<file path="src/rtl/pipeline_stall_controller.sv">
// Pipeline stall/flush controller for the 5-stage core.
// Turns hazard, redirect and halt requests into per-stage enables. It also
// arbitrates the data-memory bus with the DMA engine by cycle stealing, and
// keeps saturating stall/flush counters for performance debug.
module pipeline_stall_controller #(
  parameter int CNT_W     = 16,
  parameter int GRANT_DLY = 1    // 1..3 idle cycles before the grant
) (
  input  logic             clk,
  input  logic             reset_n,
  input  logic             data_hazard,
  input  logic             id_jump,
  input  logic             ex_mispredict,
  input  logic             id_halt,
  input  logic             mem_busy,
  input  logic             dma_br,
  output logic             dma_bg,
  output logic             pc_write,
  output logic             if_id_write,
  output logic             if_id_flush,
  output logic             id_ex_bubble,
  output logic             pipe_freeze,
  output logic             halted,
  output logic [CNT_W-1:0] stall_cycles,
  output logic [CNT_W-1:0] flush_events
);

  typedef enum logic       {RUN, HALT} runState_t;
  typedef enum logic [1:0] {BUS_IDLE, BUS_WAIT, BUS_GRANT} busState_t;

  localparam logic [1:0] WAIT_RELOAD = 2'(GRANT_DLY - 1);

  runState_t  runState, runNext;
  busState_t  busState, busNext;
  logic [1:0] waitCnt, waitNext;

  // State registers; dma_bg and halted are flops so they drop straight off reset.
  always_ff @(posedge clk or negedge reset_n) begin
    if (!reset_n) begin
      runState <= RUN;
      busState <= BUS_IDLE;
      waitCnt  <= '0;
      dma_bg   <= 1'b0;
      halted   <= 1'b0;
    end else begin
      runState <= runNext;
      busState <= busNext;
      waitCnt  <= waitNext;
      dma_bg   <= (busNext == BUS_GRANT);
      halted   <= (runNext == HALT);
    end
  end

  // Bus arbitration: the DMA only gets the bus after GRANT_DLY consecutive
  // cycles in which MEM leaves it idle; any MEM access restarts the wait.
  always_comb begin
    busNext  = busState;
    waitNext = waitCnt;
    case (busState)
      BUS_IDLE: begin
        if (dma_br) begin
          busNext  = BUS_WAIT;
          waitNext = WAIT_RELOAD;
        end
      end
      BUS_WAIT: begin
        if (!dma_br)               busNext  = BUS_IDLE;
        else if (mem_busy)         waitNext = WAIT_RELOAD;
        else if (waitCnt == 2'd0)  busNext  = BUS_GRANT;
        else                       waitNext = waitCnt - 2'd1;
      end
      BUS_GRANT: begin
        if (!dma_br) busNext = BUS_IDLE;
      end
      default: busNext = BUS_IDLE;
    endcase
  end

  // MEM wants the bus while the DMA owns it: everything past ID must hold.
  assign pipe_freeze = (busState == BUS_GRANT) && mem_busy;

  // Stage control, strict priority: freeze, mispredict, hazard, jump, halt.
  always_comb begin
    runNext      = runState;
    pc_write     = 1'b1;
    if_id_write  = 1'b1;
    if_id_flush  = 1'b0;
    id_ex_bubble = 1'b0;
    if (runState == HALT) begin
      pc_write     = 1'b0;
      if_id_write  = 1'b0;
      id_ex_bubble = 1'b1;
    end else if (pipe_freeze) begin
      pc_write    = 1'b0;
      if_id_write = 1'b0;
    end else if (ex_mispredict) begin
      // ID holds a wrong-path instruction, so its hazard/jump/halt is moot.
      if_id_flush  = 1'b1;
      id_ex_bubble = 1'b1;
    end else if (data_hazard) begin
      pc_write     = 1'b0;
      if_id_write  = 1'b0;
      id_ex_bubble = 1'b1;
    end else if (id_jump) begin
      if_id_flush = 1'b1;
    end else if (id_halt) begin
      pc_write    = 1'b0;
      if_id_write = 1'b0;
      runNext     = HALT;
    end
  end

  // Saturating performance counters; halted cycles are not stalls.
  always_ff @(posedge clk or negedge reset_n) begin
    if (!reset_n) begin
      stall_cycles <= '0;
      flush_events <= '0;
    end else begin
      if (runState == RUN && !pc_write && stall_cycles != '1)
        stall_cycles <= stall_cycles + CNT_W'(1);
      if (if_id_flush && flush_events != '1)
        flush_events <= flush_events + CNT_W'(1);
    end
  end

endmodule

</file>
<file path="config.mk">
export PLATFORM = sky130hd
export DESIGN_NAME = pipeline_stall_controller
export DESIGN_NICKNAME = d
export VERILOG_FILES = /design/src/rtl/pipeline_stall_controller.sv
export SDC_FILE = /design/constraint.sdc
export NUM_CORES = 1
export LEC_CHECK = 0
export BUFFER_PORTS_ARGS = -buffer_cell sky130_fd_sc_hd__buf_2
export CAP_MARGIN = 40
export CORE_MARGIN = 5
export CORE_UTILIZATION = 54
export CTS_BUF_LIST = sky130_fd_sc_hd__clkbuf_16
export CTS_CLUSTER_DIAMETER = 200
export DETAILED_ROUTE_END_ITERATION = 8
export PLACE_DENSITY = 0.77
export SLEW_MARGIN = 0
export SYNTH_ARGS = -nofsm -noshare
export SYNTH_HDL_FRONTEND = slang
export SYNTH_SLANG_ARGS = --single-unit
</file>
<file path="constraint.sdc">
create_clock -name clk -period 3.7 [get_ports clk]
set_input_delay 0.74 -clock clk [delete_from_list [all_inputs] [get_ports clk]]
set_output_delay 0.74 -clock clk [all_outputs]
set_load 0.01 [all_outputs]
</file>
==> flow_summary.rst <==
.. list-table::
   :header-rows: 1

   * - Metric
     - Value
   * - Sequential cell area
     - 951 um2
   * - Flip-flop and latch count after synthesis
     - 38
   * - Number of nets produced by synthesis
     - 197
   * - Post-Route Utilization
     - 0.669
   * - Slew Limit Headroom
     - 0.516
   * - Number of warnings issued by yosys
     - 0
   * - Transition at the pin with the smallest max-transition slack
     - 719 ps
   * - Max-capacitance violation count
     - 0
   * - Min Tclk post-route
     - 2250 ps
   * - Fin nets
     - 248
   * - Max Buffers Root-to-Sink
     - 2
   * - Post-DRT Antenna Nets
     - 0
   * - Share of the synthesized netlist area taken by xor and xnor gates
     - 0.127
   * - Yosys cell types
     - 39
   * - Total overflow reported by the global router
     - 0
   * - Share of the clock period used by the worst path after layout
     - 0.609
   * - Filler instances
     - 298
   * - FP Rows
     - 22
   * - Post-synthesis sequential area ratio
     - 0.476
   * - Yosys top cell by area
     - dfrtp_1
   * - DIE WIDTH
     - 70.8 um
   * - Vias in the first global route
     - 1519
   * - Most common library cells after synthesis
     - 38 x dfrtp_1, 29 x xor2_1, 13 x nand2_1
   * - Remaining routing DRC violations
     - 0
   * - Adder and majority gate portion of the synthesized area
     - 0.0188
   * - Sink count of the clock tree
     - 38
   * - Maximum clock frequency
     - 444 MHz
   * - Leakage power figure
     - 0.00129 uW
   * - Total negative setup slack
     - 0 ps
   * - CP endpoint kind
     - output port
   * - Die extent in y
     - 70.8 um
   * - CP dominant cell by count
     - buf_2
   * - RSZ-0062 raised after global routing
     - no
   * - Class of the worst hold path
     - in2async
   * - # setup viols final
     - 0
   * - Simple-gate area share of the yosys netlist
     - 0.228
   * - DRT Wirelength
     - 4160 um
   * - Multiplexer area fraction after synthesis
     - 0.0238
   * - Routed via count
     - 1594
   * - Power density over cell area
     - 376 nW/um2
   * - Worst path cell trace
     - buf_2, nor2b_1, o211ai_1, buf_4, inv_1, buf_2
   * - Number of iterations in the first detailed-routing pass
     - 4
   * - Post-Syn Area per Cell
     - 10.7 um2
   * - GPL Wtd Cong
     - 0.763
   * - Worst Path Max Fanout
     - 12
   * - Number of pins with negative max-slew slack in the final report
     - 0
   * - Initial Utilization
     - 0.550
   * - WS Path Type
     - in2out
   * - Clock latency on the worst-skew pair
     - 280 ps
   * - Endpoint arrival time on the critical path
     - 1510 ps
   * - Compound-gate portion of the synthesized area
     - 0.0902
   * - Growth of design area from synthesis to finish
     - 21.7%
   * - Post-synthesis instance area
     - 2000 um2
   * - Maximum number of pins on one net before global-route repair
     - 36
   * - H-tree depth
     - 2
   * - Wire length of the first global-routing pass
     - 7090 um
   * - Largest cells by area after synthesis
     - dfrtp_1 48%, xor2_1 13%, nand4_1 3.8%, a211oi_1 2.6%, nand2_1 2.4%
   * - Result of the run
     - completed
   * - CTS clock-pin slew for the worst setup and hold paths
     - 50 ps
   * - Cells after synthesis
     - 186
   * - Primary flip-flop cell chosen by synthesis mapping
     - dfrtp_1
   * - Cell with the most instances after synthesis
     - dfrtp_1
   * - Ant. Diodes
     - 0
   * - Combined global-route utilization of all metal layers
     - 0.175
   * - Placed wire-length estimate
     - 2970 um
   * - Post-DR vias/cell
     - 5.57
   * - Antenna violations before repair
     - 0
   * - Clock tree from TritonCTS
     - yes
   * - Number of CTS-inserted buffers
     - 5
   * - Longest individual stage delay on the worst path
     - 210 ps
   * - Die Area
     - 5010 um2
   * - Fraction of layout cells with a size suffix above 1
     - 0.277
   * - Worst ir drop on vdd
     - 0.282 mV
   * - # IOs
     - 47
   * - Post-CTS setup buffer count
     - 0
   * - Final setup skew
     - 2.85 ps
   * - Combinational family with the most area after synthesis
     - simple AND/OR/NAND/NOR gates
   * - Number of buffers inserted by hold repair at cts
     - 0
   * - Async S/R FF share, synth
     - 1.00
   * - Area of the placeable core
     - 3630 um2
   * - Post-synth EDFFs
     - 0
   * - CTS-repair resized insts
     - 0
   * - Count of port buffers added during placement
     - 46
   * - DRT iter0 DRCs
     - 105
   * - CP max stage cell
     - buf_4
   * - Total area of multi-input combinational cells
     - 975 um2
   * - Final hold viol count
     - 0
   * - Critical Path Start Type
     - input port
   * - Routed wire per std cell
     - 14.5 um
   * - Portion of synthesized cell area occupied by the leading cell type
     - 0.476
   * - Root buffer selected by CTS
     - clkbuf_16
   * - Required time reported for the critical path endpoint
     - 2960 ps
## final timing paths
path | slack, ps | cells after the start | startpoint | end
hold reg to reg | 490 | 1 | stall_cycles[15]$_DFFE_PN0P_ | stall_cycles[15]$_DFFE_PN0P_
setup / recovery | 1450 | 6 | id_jump | if_id_flush
hold / removal | 280 | 1 | reset_n | flush_events[6]$_DFFE_PN0P_
setup reg to reg | 1590 | 6 | stall_cycles[0]$_DFFE_PN0P_ | stall_cycles[13]$_DFFE_PN0P_
min in group clk | 490 | 1 | stall_cycles[15]$_DFFE_PN0P_ | stall_cycles[15]$_DFFE_PN0P_
max in group asynchronous | 3030 | 2 | reset_n | stall_cycles[9]$_DFFE_PN0P_
## cell type report
cell class / count / area share
clock buffers: 5 / 0.0515
clock inverters: 3 / 0.00515
inverters: 7 / 0.0108
multi-input cells: 134 / 0.401
flip-flops and latches: 38 / 0.391
well taps: 48 / 0.0247
repair buffers: 51 / 0.115
## power breakdown
| group | leakage [uW] | total (uW) | internal [uW] | switching (uW) |
|---|---|---|---|---|
| logic | 0.000711 | 64.9 | 29.1 | 35.8 |
| clock network | 0.0000724 | 395 | 243 | 152 |
| registers | 0.000503 | 453 | 434 | 18.9 |
## per-layer routing
| metal | vias up | share of wire | global-route usage |
|---|---|---|---|
| li1 | 780 | - | - |
| met1 | 773 | 0.45 | 0.222 |
| met2 | 36 | 0.49 | 0.286 |
| met3 | 5 | 0.054 | 0.0540 |
| met4 | 0 | 0.011 | 0.0585 |
| met5 | - | 0 | 0 |
## metrics by stage
step	instances	total power, uW	worst slack, ps	cell area, um2	hold slack (ps)
6_report	286	913	1450	2430	278
5_1_grt	286	949	1360	2430	272
4_1_cts	286	926	1440	2430	270
3_5_place_dp	278	526	1440	2290	480
3_3_place_gp	277	521	1450	2270	477
2_1_floorplan	186	490	1470	2000	444
## sequential cells by signal (all words and copies together) (netlist names)
signal	count
busState	2
waitCnt	2
runState	1
flush_events	16
dma_bg	1
stall_cycles	16
## cell families after synthesis
logic type	count (synthesis)
compound gates	22
xor+xnor	29
fa+ha+maj	3
buf+inv	14
flops	38
mux	4
simple gates	76
## cell usage in the layout, fill, tap and decap left out, types with 2 or more instances in the layout
cell type	count
buf_2	46
dfrtp_1	38
xor2_1	29
nand2_1	13
nand4_1	12
inv_1	8
nor2_1	7
nand3_1	7
a211oi_1	7
nor3_1	6
nor4_1	6
and3_1	5
clkbuf_16	5
and2_1	4
a2111oi_0	4
buf_4	4
o21ai_0	3
ha_1	3
nand3b_1	2
nor2b_1	2
o211ai_1	2
mux2_2	2
or3_1	2
and4_1	2
nor4b_1	2
## worst max-delay path, delay by kind of cell
| family | cells | cell delay, ps |
|---|---|---|
| buf+inv | 4 | 490 |
| compound gates | 1 | 160 |
| simple gates | 1 | 130 |
No activity file was read; power rests on OpenSTA's default activity.
